**config.mk**
```make
export PLATFORM = sky130hd
export DESIGN_NAME = wb_arbiter
export DESIGN_NICKNAME = d
export VERILOG_FILES = /design/src/rtl/wb_arbiter.sv
export SDC_FILE = /design/constraint.sdc
export NUM_CORES = 1
export LEC_CHECK = 0
export CAP_MARGIN = 0
export CORE_AREA = 2 2 122 183
export DETAILED_ROUTE_END_ITERATION = 6
export DIE_AREA = 0 0 124 185
export PLACE_DENSITY = 0.78
export SETUP_SLACK_MARGIN = 0.2
export SLEW_MARGIN = 20
export SYNTH_ARGS = -nofsm -noshare
export SYNTH_HDL_FRONTEND = slang
export SYNTH_SLANG_ARGS = --single-unit
```
**constraint.sdc**
```tcl
create_clock -name clk -period 3.3 [get_ports clk]
set_clock_uncertainty 0.05 [all_clocks]
set_input_delay 0.495 -clock clk [delete_from_list [all_inputs] [get_ports clk]]
set_output_delay 0.495 -clock clk [all_outputs]
set_load 0.05 [all_outputs]
```
**src/rtl/wb_arbiter.sv**
```systemverilog
// Write-back arbiter: the ALU has absolute priority on the register file write port; LSU results bypass or queue in an in-order FIFO.
// Optional feature macro WB_PARITY_EN adds per-entry even parity and a sticky par_err.
module wb_arbiter #(
    parameter int DEPTH  = 4,
    parameter int DATA_W = 32,
    parameter int ADDR_W = 5
) (
    input  logic                       clk,
    input  logic                       rstN,
    input  logic                       alu_we,
    input  logic [ADDR_W-1:0]          alu_rd,
    input  logic [DATA_W-1:0]          alu_data,
    input  logic                       lsu_valid,
    output logic                       lsu_ready,
    input  logic [ADDR_W-1:0]          lsu_rd,
    input  logic [DATA_W-1:0]          lsu_data,
    output logic                       write_enable,
    output logic [ADDR_W-1:0]          write_addr,
    output logic [DATA_W-1:0]          write_data,
    output logic [(2**ADDR_W)-1:0]     pend_mask,
    output logic [$clog2(DEPTH+1)-1:0] fifo_count,
    output logic                       par_err
);
    localparam int PW = $clog2(DEPTH);
    localparam int CW = $clog2(DEPTH+1);
    localparam logic [CW-1:0] DEPTH_C = CW'(DEPTH);

    logic [ADDR_W-1:0] rd_q    [DEPTH];
    logic [ADDR_W-1:0] rd_d    [DEPTH];
    logic [DATA_W-1:0] data_q  [DEPTH];
    logic [DATA_W-1:0] data_d  [DEPTH];
    logic              stale_q [DEPTH];
    logic              stale_d [DEPTH];
    logic              valid_q [DEPTH];
    logic              valid_d [DEPTH];
    logic [PW-1:0]     wr_ptr_q, wr_ptr_d, rd_ptr_q, rd_ptr_d;
    logic [CW-1:0]     count_q, count_d;

    logic alu_act, accept, fifo_empty, head_stale, head_par_ok;
    logic pop, push, bypass, we_c;

`ifdef WB_PARITY_EN
    logic par_q [DEPTH];
    logic par_d [DEPTH];
    logic par_err_q, par_err_d;
    assign par_err = par_err_q;
`else
    assign par_err = 1'b0;
`endif

    assign fifo_count   = count_q;
    assign write_enable = we_c && rstN;

    always_comb begin
        alu_act     = alu_we && (alu_rd != '0);
        lsu_ready   = rstN && (count_q < DEPTH_C);
        accept      = lsu_valid && lsu_ready;
        fifo_empty  = (count_q == '0);
        head_stale  = stale_q[rd_ptr_q];
`ifdef WB_PARITY_EN
        head_par_ok = ((^{rd_q[rd_ptr_q], data_q[rd_ptr_q]}) == par_q[rd_ptr_q]);
        par_err_d   = par_err_q;
        par_d       = par_q;
`else
        head_par_ok = 1'b1;
`endif
        bypass     = 1'b0;
        we_c       = 1'b0;
        write_addr = '0;
        write_data = '0;
        rd_d       = rd_q;
        data_d     = data_q;
        stale_d    = stale_q;
        valid_d    = valid_q;
        wr_ptr_d   = wr_ptr_q;
        rd_ptr_d   = rd_ptr_q;
        count_d    = count_q;

        if (alu_act) begin
            we_c       = 1'b1;
            write_addr = alu_rd;
            write_data = alu_data;
        end else if (!fifo_empty) begin
            if (!head_stale && head_par_ok) begin
                we_c       = 1'b1;
                write_addr = rd_q[rd_ptr_q];
                write_data = data_q[rd_ptr_q];
            end
        end else if (accept && (lsu_rd != '0)) begin
            bypass     = 1'b1;
            we_c       = 1'b1;
            write_addr = lsu_rd;
            write_data = lsu_data;
        end

        pop  = !fifo_empty && (head_stale || !alu_act);
        push = accept && (lsu_rd != '0) && !bypass;

`ifdef WB_PARITY_EN
        if (pop && !alu_act && !head_stale && !head_par_ok)
            par_err_d = 1'b1;
`endif

        // An ALU write supersedes any older queued result for the same register.
        for (int unsigned i = 0; i < DEPTH; i++) begin
            if (alu_act && valid_q[i] && (rd_q[i] == alu_rd))
                stale_d[i] = 1'b1;
        end

        if (pop) begin
            valid_d[rd_ptr_q] = 1'b0;
            rd_ptr_d          = rd_ptr_q + PW'(1);
        end

        if (push) begin
            valid_d[wr_ptr_q] = 1'b1;
            rd_d[wr_ptr_q]    = lsu_rd;
            data_d[wr_ptr_q]  = lsu_data;
            stale_d[wr_ptr_q] = alu_act && (alu_rd == lsu_rd);
`ifdef WB_PARITY_EN
            par_d[wr_ptr_q]   = ^{lsu_rd, lsu_data};
`endif
            wr_ptr_d          = wr_ptr_q + PW'(1);
        end

        case ({push, pop})
            2'b10:   count_d = count_q + CW'(1);
            2'b01:   count_d = count_q - CW'(1);
            default: count_d = count_q;
        endcase

        pend_mask = '0;
        for (int unsigned i = 0; i < DEPTH; i++) begin
            if (valid_q[i] && !stale_q[i])
                pend_mask[rd_q[i]] = 1'b1;
        end
        pend_mask[0] = 1'b0;
    end

    always_ff @(posedge clk or negedge rstN) begin
        if (!rstN) begin
            for (int unsigned i = 0; i < DEPTH; i++) begin
                rd_q[i]    <= '0;
                data_q[i]  <= '0;
                stale_q[i] <= 1'b0;
                valid_q[i] <= 1'b0;
`ifdef WB_PARITY_EN
                par_q[i]   <= 1'b0;
`endif
            end
            wr_ptr_q  <= '0;
            rd_ptr_q  <= '0;
            count_q   <= '0;
`ifdef WB_PARITY_EN
            par_err_q <= 1'b0;
`endif
        end else begin
            rd_q      <= rd_d;
            data_q    <= data_d;
            stale_q   <= stale_d;
            valid_q   <= valid_d;
            wr_ptr_q  <= wr_ptr_d;
            rd_ptr_q  <= rd_ptr_d;
            count_q   <= count_d;
`ifdef WB_PARITY_EN
            par_q     <= par_d;
            par_err_q <= par_err_d;
`endif
        end
    end
endmodule

```
==> impl_metrics.json, run 1 <==
{
  "grt_pass1_wl_um": 43440,
  "clkTransAtPathRegs_ns": 0.06,
  "place_area_um2": 11650,
  "synth-edff-count": 0,
  "cts_sinks": 163,
  "grt_pass1_vias": 7873,
  "clockRootBuffer": "clkbuf_16",
  "io_pins": 153,
  "syn_inst": 758,
  "io_buffers": 150,
  "async_flop_share": 1.000,
  "layout-area-overhead-vs-synth_pct": 30.42,
  "slew_viol_final": 0,
  "ys_seq_area_frac": 0.4310,
  "synth_warnings": 0,
  "gr-usage-all-layers": 0.2498,
  "fin_nets": 994,
  "slew_headroom": 0.4451,
  "outcome": "complete, no violations",
  "hold_viol": 0,
  "ys_top_cells_by_area": "dfrtp_1 43%, mux2_2 15%, mux4_2 9.0%, a221o_1 3.4%, o221ai_1 2.7%",
  "drt_iter0_markers": 632,
  "power.density_nw_per_um2": 986.2,
  "core-area_um2": 21470,
  "timing.rr.start": "rd_ptr_q[0]",
  "worst_pin_slew_ns": 0.8324,
  "fmax_mhz": 322.0,
  "crit_path_start_kind": "primary input",
  "cp_max_fo": 6,
  "power_frac_seq": 0.321,
  "synth-seq-cells": 163,
  "rows": 66,
  "regToRegEndpoint": "fifo_count[1]",
  "clockBufferDepth": 2,
  "p_comb_frac": 0.521,
  "gp_congestion": 0.9842,
  "syn_area_um2": 9463,
  "r2r_cells": 7,
  "power_frac_clock": 0.158,
  "dr.pass1.iters": 5,
  "worstPathArrival_ns": 2.56,
  "grt-ovfl-total": 0,
  "synth_top_area_frac": 0.4310,
  "cpPeakStageDelay_ns": 0.56,
  "end_kind": "output pin",
  "netlist-cell-type-count": 56,
  "start_util": 0.4407,
  "via_per_inst": 6.280,
  "power_switching_mw": 4.890,
  "fp.dieW_um": 124,
  "vias": 7479,
  "reg2reg_slack_ns": 0.73,
  "path_cells": "clkdlybuf4s50_1, or4_4, o211a_4, buf_4, a221oi_1, nor2_2, buf_12",
  "hold_path.class": "primary input to async pin",
  "grt_antenna_before_repair": 0,
  "synth_ff_type": "dfrtp_1",
  "p_int_mw": 7.282,
  "final_core_util": 0.5748,
  "rsz0062_at_grt": "yes",
  "wl_um": 27470,
  "syn_avg_cell_area_um2": 12.48,
  "drive_above_1_share": 0.3711,
  "clock_latency_ns": 0.42,
  "grt_max_degree": 165,
  "ir_worst_vdd_v": 0.0004702,
  "drc_errors": 0,
  "wl_per_cell_um": 23.07,
  "p_leak_nw": 5.276,
  "numCtsBuffers": 17,
  "ant_nets": 0,
  "cp.required_ns": 2.75,
  "hpwl_um": 18180,
  "finalInstanceArea_um2": 12340,
  "diodes": 0,
  "tns_ns": 0,
  "slowest_stage": "or4_4",
  "p_sw_frac": 0.4017,
  "tritoncts": "yes",
  "die_h_um": 185,
  "die_area_um2": 22940,
  "htree_levels": 4,
  "synth_top_cell_by_area": "dfrtp_1",
  "setup_violations": 0,
  "criticalPathCategory": "primary input to output pin",
  "period_share": 0.9410,
  "final.min_clock_period_ns": 3.105,
  "cap_violations": 0
}
==> worst max-delay path: cells and delay by family <==
| kind | cells | cell delay (ns) |
|---|---|---|
| simple gates | 2 | 0.69 |
| buf+inv | 3 | 0.77 |
| compound gates | 2 | 0.61 |
==> synthesized netlist by cell type, types with 10 or more instances <==
master and count:
mux2_2 130, inv_1 19, o221ai_1 29, dfrtp_1 163, a221o_1 32, mux4_2 38, a22oi_1 30, nand2_1 15
buf_6 12, nor2_1 28, buf_2 10, and3_1 34, clkbuf_1 42, xor2_1 21, mux2_1 20
==> power by group through the flow <==
stage | sequential (mW) | combinational (mW) | clock [mW]
CTS | 3.86 | 6.32 | 1.96
detailed placement | 3.88 | 6.26 | 0
floorplan | 3.44 | 4.34 | 0
global route | 4.03 | 6.71 | 2.04
finish | 3.91 | 6.34 | 1.92
global placement | 3.79 | 6.17 | 0
==> sequential cells by signal (all words and copies together) (netlist names) <==
signal	flops
stale_q	4
valid_q	4
rd_ptr_q	2
data_q	128
rd_q	20
wr_ptr_q	2
fifo_count	3
==> metal layers <==
layer / global-route usage / part of all wire / vias to the layer above
li1: - / - / 3211
met1: 0.2937 / 0.37 / 3736
met2: 0.4240 / 0.51 / 434
met3: 0.05511 / 0.070 / 98
met4: 0.1290 / 0.051 / 0
met5: 0 / 0 / -
==> logic make-up (layout without fill, tap and decap cells) <==
| logic type | count (synthesis) | in the layout | synth area share |
|---|---|---|---|
| adder cells (fa/ha/maj) | 10 | 10 | 0.01402 |
| multiplexers | 193 | 193 | 0.2742 |
| flip-flops | 163 | 163 | 0.4310 |
| AO/OA/AOI/OAI | 122 | 122 | 0.1096 |
| other | 1 | 2 | 0.0003963 |
| AND/OR/NAND/NOR | 145 | 148 | 0.09163 |
| XOR/XNOR | 30 | 30 | 0.02777 |
| buffers and inverters | 94 | 251 | 0.05130 |
==> worst max path at each step <==
stage | start | to
detailed placement | alu_rd[1] | write_data[1]
global placement | lsu_rd[0] | write_data[25]
global route | lsu_rd[1] | write_addr[3]
floorplan | alu_rd[1] | write_addr[0]
finish | lsu_rd[1] | write_addr[3]
CTS | lsu_rd[2] | write_data[14]
==> layout by cell type (no fill, tap or decap), types with 10 or more instances in the layout <==
cell type        synthesis  routed
mux2_2                 130     130
xor2_1                  21      21
clkbuf_16                0      17
a221o_1                 32      32
and3_1                  34      34
buf_4                    8      63
o221ai_1                29      29
clkdlybuf4s50_1          0      74
buf_12                   0      42
nor2_1                  28      21
inv_1                   19      19
nand2_1                 15      15
mux2_1                  20      20
a22oi_1                 30      30
mux4_2                  38      38
dfrtp_1                163     159
dlygate4sd2_1            0      10
==> timing repair <==
action,in CTS,in global routing
endpoints found under the setup margin,40,43
buffers inserted,4,3
pin swaps,3,3
cloned,3,0
gates resized for setup,22,17
endpoints found under the hold margin,0,0
hold buffers,0,0
==> stage by stage <==
step	cells	total power, mW	hold WS, ns	setup slack, ns
final	1191	12.17	0.2231	0.1948
after global routing	1191	12.79	0.2768	0.1844
after global placement	1149	9.961	0.4119	0.08773
after CTS	1188	12.14	0.2390	0.1394
after detailed placement	1149	10.14	0.4242	0.05590
after floorplan	759	7.774	0.1494	0.2371
==> area by class of cell <==
class	instances	area [um2]
Clock buffer	20	456.7
Clock inverter	12	121.4
Fill cell	1716	9129
Inverter	19	71.32
Multi-Input combinational cell	505	5009
Sequential cell	163	4086
Tap cell	272	340.3
Timing Repair Buffer	200	2257
(Power assumes the default switching activity.)
==> run 2: changes to the inputs <==
Settings changed: ABC_AREA set to 1, CORE_AREA 2 2 122 183 to 2 2 134 201, CTS_CLUSTER_DIAMETER set to 40, DIE_AREA 0 0 124 185 to 0 0 136 203, PLACE_DENSITY 0.78 to 0.73.
==> run 2 against run 1 <==
Effect of this change:
- non-clock buffer count is 17 lower
- flip-flop and latch count did not move
- sequential power down 5%
- critical path depth is 1 lower
- area after synthesis grew 11%
- maximum frequency increased by 1.3%
- global-route usage decreased by 0.91 points
- clock-buffer cell count down 2
- setup slack improved by 0.039 ns
- die area grew 20%
- cell area up 2.6%
- highest routed layer unchanged
==> impl_metrics.json, run 2 <==
{
  "outcome": "complete, no violations",
  "cts_hold_buf": 0,
  "synth_warnings": 0,
  "clockBufferDepth": 2,
  "tritoncts": "yes",
  "clock_latency_ns": 0.43,
  "tns_ns": 0,
  "place_area_um2": 12060,
  "fin_nets": 1753,
  "netlist-cell-type-count": 41,
  "slew_headroom": 0.3515,
  "vias": 10430,
  "criticalPathCategory": "register to output pin",
  "power_frac_seq": 0.307,
  "worstPathArrival_ns": 2.52,
  "drc_errors": 0,
  "grt_max_degree": 165,
  "clkTransAtPathRegs_ns": 0.07,
  "io_buffers": 150,
  "die_area_um2": 27610,
  "post-synth-top-count-cell": "nand2_1",
  "syn_avg_cell_area_um2": 6.754,
  "die_h_um": 203,
  "p_leak_nw": 6.788,
  "drive_above_1_share": 0.1013,
  "instances_no_fill": 2011,
  "reg2reg_slack_ns": 0.85,
  "wl_per_cell_um": 16.27,
  "synth-seq-cells": 163,
  "fmax_mhz": 326.1,
  "diodes": 0,
  "slew_viol_final": 0,
  "setup_violations": 0,
  "synth_ff_type": "dfrtp_1",
  "largestRegisters": "data_q (128), rd_q (20)",
  "place_inst": 1978,
  "power.density_nw_per_um2": 957.7,
  "p_sw_frac": 0.4906,
  "hpwl_um": 22380,
  "regToRegEndpoint": "fifo_count[2]",
  "r2r_cells": 11,
  "drt_iter0_markers": 865,
  "ir_worst_vdd_v": 0.0004587,
  "dr.pass1.iters": 5,
  "layout-area-overhead-vs-synth_pct": 20.68,
  "final_core_util": 0.4916,
  "grt-ovfl-total": 0,
  "hold_path.class": "primary input to async pin",
  "syn_area_um2": 10500,
  "worst_slack_ns": 0.2333,
  "clockRootBuffer": "clkbuf_16",
  "ant_nets": 0,
  "htree_levels": 4,
  "pre_cts_slack_ns": 0.4321,
  "syn_inst": 1554,
  "io_pins": 153,
  "timing.rr.start": "rd_ptr_q[0]",
  "power_frac_clock": 0.166,
  "via_per_inst": 5.185,
  "rows": 72,
  "top_register": "data_q",
  "grt_antenna_before_repair": 0,
  "gp_congestion": 1.011,
  "final_cell_mix": "669 x nand2_1, 171 x inv_1, 161 x dfrtp_1",
  "path_cells": "inv_1, nor3_1, inv_1, o22ai_1, or2_2, dlygate4sd2_1",
  "crit_path_start_kind": "register",
  "cp_max_fo": 8,
  "crit_top_cell": "inv_1",
  "n_fill_cell": 2606,
  "hold_viol": 0,
  "period_share": 0.9293,
  "largest_reg_flops": 128,
  "grt_pass1_vias": 10200,
  "slowest_stage": "dfrtp_1",
  "start_util": 0.4074,
  "finalInstanceArea_um2": 12670,
  "grt_pass1_wl_um": 52340,
  "cts_sinks": 163,
  "cap_violations": 0,
  "fp.dieW_um": 136,
  "async_flop_share": 1.000,
  "cp.required_ns": 2.75,
  "synth_top_cell_by_area": "dfrtp_1",
  "power_switching_mw": 5.951,
  "rsz0062_at_grt": "yes",
  "final_common_cell": "nand2_1",
  "cpPeakStageDelay_ns": 0.55,
  "p_int_mw": 6.180,
  "core-area_um2": 25760,
  "synthTopCellsByCount": "670 x nand2_1, 171 x inv_1, 163 x dfrtp_1",
  "ys_seq_area_frac": 0.3886,
  "p_comb_frac": 0.527,
  "end_kind": "output pin",
  "final.min_clock_period_ns": 3.067,
  "ys_top_cells_by_area": "dfrtp_1 39%, nand2_1 24%, inv_1 6.1%, nand3_1 5.9%, o21ai_1 5.2%",
  "wl_um": 32720,
  "gr-usage-all-layers": 0.2407,
  "synth-edff-count": 0,
  "worst_pin_slew_ns": 0.9728,
  "synth_top_area_frac": 0.3886,
  "numCtsBuffers": 17
}
run 2: changes by cell type after synthesis, moves of 33 or more:
cell      before  now
and3_1        34    0
mux4_2        38    0
nand3_1        7  124
nand2_1       15  670
buf_2         10   47
clkbuf_1      42    9
mux2_2       130    0
inv_1         19  171
o21ai_1        1  110
run 2: cell families after synthesis:
group / count (synthesis) / synth area share
simple gates: 872 / 0.3456
buf+inv: 272 / 0.1210
flops: 163 / 0.3886
other cells: 1 / 0.0003573
fa+ha+maj: 10 / 0.01264
compound gates: 225 / 0.1227
xor+xnor: 11 / 0.009179
run 2: critical path: cells and delay by family (launching register included):
| family | cells | cell delay [ns] |
|---|---|---|
| flip-flops | 1 | 0.55 |
| AO/OA/AOI/OAI | 1 | 0.13 |
| buffers and inverters | 3 | 0.86 |
| AND/OR/NAND/NOR | 2 | 0.55 |
run 2: timing repair:
action	in CTS	in global routing
buffers inserted	0	0
pin swaps	0	0
cloned	0	1
gates resized for setup	31	13
endpoints found under the setup margin	31	20
run 2: power by group through the flow:
stage | combinational [mW] | clock, mW | sequential, mW
after CTS | 6.31 | 2.04 | 3.70
final | 6.40 | 2.01 | 3.73
after global placement | 6.21 | 0 | 3.68
after global routing | 7.15 | 2.11 | 3.83
after floorplan | 4.74 | 0 | 3.48
after detailed placement | 6.31 | 0 | 3.72
run 2: area by class of cell:
class | instances | area (um2) | share of cell area
repair buffers | 183 | 1723 | 0.1360
inverters | 180 | 683.2 | 0.05393
well taps | 333 | 416.7 | 0.03289
clock inverters | 14 | 157.7 | 0.01245
multi-input cells | 1120 | 5164 | 0.4076
clock buffers | 18 | 439.2 | 0.03467
flip-flops and latches | 163 | 4084 | 0.3224
run 2: metal layers:
layer,part of all wire,GRT usage,vias to the layer above
met5,0,0,-
met4,0.051,0.1403,0
met3,0.045,0.03346,96
met2,0.50,0.4171,361
met1,0.40,0.2801,4855
li1,-,-,5116
run 2: how the worst max path moves through the flow:
stage / start / end / slack, ns / depth (start not counted)
global placement: lsu_rd[3] / fifo_count[2] / 0.40 / 12
CTS: rd_ptr_q[0] / write_addr[2] / 0.25 / 8
floorplan: fifo_count[0] / write_addr[2] / 0.64 / 6
global route: valid_q[2] / pend_mask[14] / 0.15 / 5
detailed placement: lsu_rd[3] / fifo_count[2] / 0.43 / 12
finish: rd_q[2] / pend_mask[20] / 0.23 / 6
run 2: per-stage QoR:
stage	total power, mW	hold WS, ns
after floorplan	8.220	0.1494
after global placement	9.894	0.4069
after detailed placement	10.04	0.4090
after CTS	12.05	0.2195
after global routing	13.09	0.2175
final	12.13	0.09045
==> run 3: changes to the inputs <==
Settings changed: MAX_ROUTING_LAYER set to met4.
==> run 3 against run 2 <==
Effect of this change:
- clock power grew 3%
- non-clock buffer count increased by 1
- utilization up 0.053 points
- clock-buffer cell count decreased by 1
- cell area up 0.11%
- combinational power fell by 1%
- setup slack gained 0.056 ns
- register-to-register slack better by 0.03 ns
- largest power group unchanged
==> impl_metrics.json, run 3 (synthesized netlist as in run 2, its figures left out) <==
{
  "fin_nets": 1754,
  "worstPathArrival_ns": 2.47,
  "regArea_um2": 4080,
  "path_cells": "inv_1, nor2_1, nand3_1, o22ai_1, or2_2, dlygate4sd2_1",
  "power_frac_seq": 0.308,
  "hold_ws_ns": 0.1387,
  "timing.rr.start": "fifo_count[0]",
  "rsz0062_at_grt": "yes",
  "diodes": 0,
  "n_fill_cell": 2595,
  "grt_pass1_wl_um": 52150,
  "power_frac_clock": 0.172,
  "cpPeakStageDelay_ns": 0.52,
  "final_common_cell": "nand2_1",
  "final.min_clock_period_ns": 3.011,
  "path_depth": 6,
  "drt_iter0_markers": 693,
  "top_register": "data_q",
  "regToRegEndpoint": "fifo_count[2]",
  "ir_worst_vdd_v": 0.0004121,
  "final_core_util": 0.4922,
  "clkTransAtPathRegs_ns": 0.07,
  "multiInputGateArea_um2": 5164,
  "numCtsBuffers": 17,
  "core-area_um2": 25760,
  "tns_ns": 0,
  "post_cts_buffers": 0,
  "end_kind": "output pin",
  "worst_pin_slew_ns": 0.9434,
  "start_util": 0.4074,
  "drive_above_1_share": 0.09946,
  "final_cell_mix": "670 x nand2_1, 171 x inv_1, 162 x dfrtp_1",
  "htree_levels": 4,
  "reg2reg_slack_ns": 0.88,
  "cts_sinks": 163,
  "grt_max_degree": 165,
  "period_share": 0.9123,
  "ant_nets": 0,
  "criticalPathCategory": "register to output pin",
  "gr-usage-all-layers": 0.2472,
  "place_inst": 1980,
  "clockRootBuffer": "clkbuf_16",
  "die_h_um": 203,
  "grt_pass1_vias": 10180,
  "fmax_mhz": 332.2,
  "r2r_cells": 11,
  "cp-startpoint": "valid_q[1]",
  "drc_errors": 0,
  "via_per_inst": 5.170,
  "p_comb_frac": 0.521,
  "p_sw_frac": 0.4842,
  "slowest_stage": "dlygate4sd2_1",
  "wl_um": 32560,
  "crit_path_start_kind": "register",
  "cts_hold_buf": 0,
  "largest_reg_flops": 128,
  "hold_path.class": "primary input to async pin",
  "gp_congestion": 1.016,
  "layout-area-overhead-vs-synth_pct": 20.81,
  "p_leak_nw": 6.806,
  "largestRegisters": "data_q (128), rd_q (20)",
  "wl_per_cell_um": 16.18,
  "dr.pass1.iters": 6,
  "clock_latency_ns": 0.42,
  "power.density_nw_per_um2": 957.1,
  "pre_cts_slack_ns": 0.4177,
  "slew_headroom": 0.3711,
  "grt_antenna_before_repair": 0,
  "power_switching_mw": 5.876,
  "instances_no_fill": 2012,
  "fp.dieW_um": 136,
  "clockBufferDepth": 2,
  "slew_viol_final": 0,
  "grt-ovfl-total": 0,
  "critPathBufInv": 2,
  "cap_violations": 0,
  "rows": 72,
  "worst_slack_ns": 0.2893,
  "die_area_um2": 27610,
  "hpwl_um": 22410,
  "cp-endpoint": "pend_mask[21]",
  "setup_violations": 0,
  "cp_max_fo": 8,
  "io_pins": 153,
  "hold_viol": 0,
  "tritoncts": "yes",
  "cp.required_ns": 2.75,
  "critPathTopFamily": "simple AND/OR/NAND/NOR gates",
  "io_buffers": 150,
  "p_int_mw": 6.260,
  "vias": 10400,
  "outcome": "complete, no violations"
}
-- run 3: cell count changes in the layout (fill, tap and decap cells not counted), moves of 2 or more --
| cell | delta |
|---|---|
| inv_8 | -5 |
| buf_4 | +2 |
| bufinv_16 | +2 |
| clkbuf_2 | -2 |
| clkinv_4 | +2 |
| inv_6 | +2 |
-- run 3: metal layers --
layer	GRT usage	up-vias	share of wire
met1	0.2735	4823	0.39
li1	-	5107	-
met5	-	-	0
met2	0.4314	373	0.52
met3	0.02996	99	0.045
met4	0.1276	0	0.045
-- run 3: worst min-delay path by stage --
stage                              to  slack (ns)  cells past startpoint  startpoint
after floorplan             data_q[0]        0.15                      0        rstN
after global placement     valid_q[2]        0.41                      2  valid_q[2]
after detailed placement   valid_q[2]        0.42                      2  valid_q[2]
after CTS                  data_q[10]        0.26                      2        rstN
after global routing       data_q[96]        0.22                      2        rstN
final                     data_q[101]        0.14                      2        rstN
-- run 3: per-stage QoR --
| stage | total power [mW] | area, um2 |
|---|---|---|
| 4_1_cts | 12.14 | 12660 |
| 3_3_place_gp | 9.898 | 12080 |
| 3_5_place_dp | 10.02 | 12080 |
| 2_1_floorplan | 8.220 | 10500 |
| 6_report | 12.14 | 12680 |
| 5_1_grt | 13.11 | 12680 |
-- run 3: timing repair --
action,in CTS,in global routing
gates resized for setup,29,6
endpoints found under the setup margin,30,31
endpoints found under the hold margin,0,0
-- run 3: power by group through the flow --
stage	sequential [mW]	clock (mW)	combinational [mW]
6_report	3.74	2.08	6.32
5_1_grt	3.84	2.20	7.08
4_1_cts	3.71	2.11	6.31
3_5_place_dp	3.74	0	6.28
3_3_place_gp	3.70	0	6.19
2_1_floorplan	3.48	0	4.74
-- run 3: layout make-up --
class	instances	share of cell area
Multi-Input combinational cell	1120	0.4072
Sequential cell	163	0.3218
Timing Repair Buffer	184	0.1357
Inverter	180	0.05368
Clock buffer	17	0.03355
Tap cell	333	0.03286
Clock inverter	15	0.01529
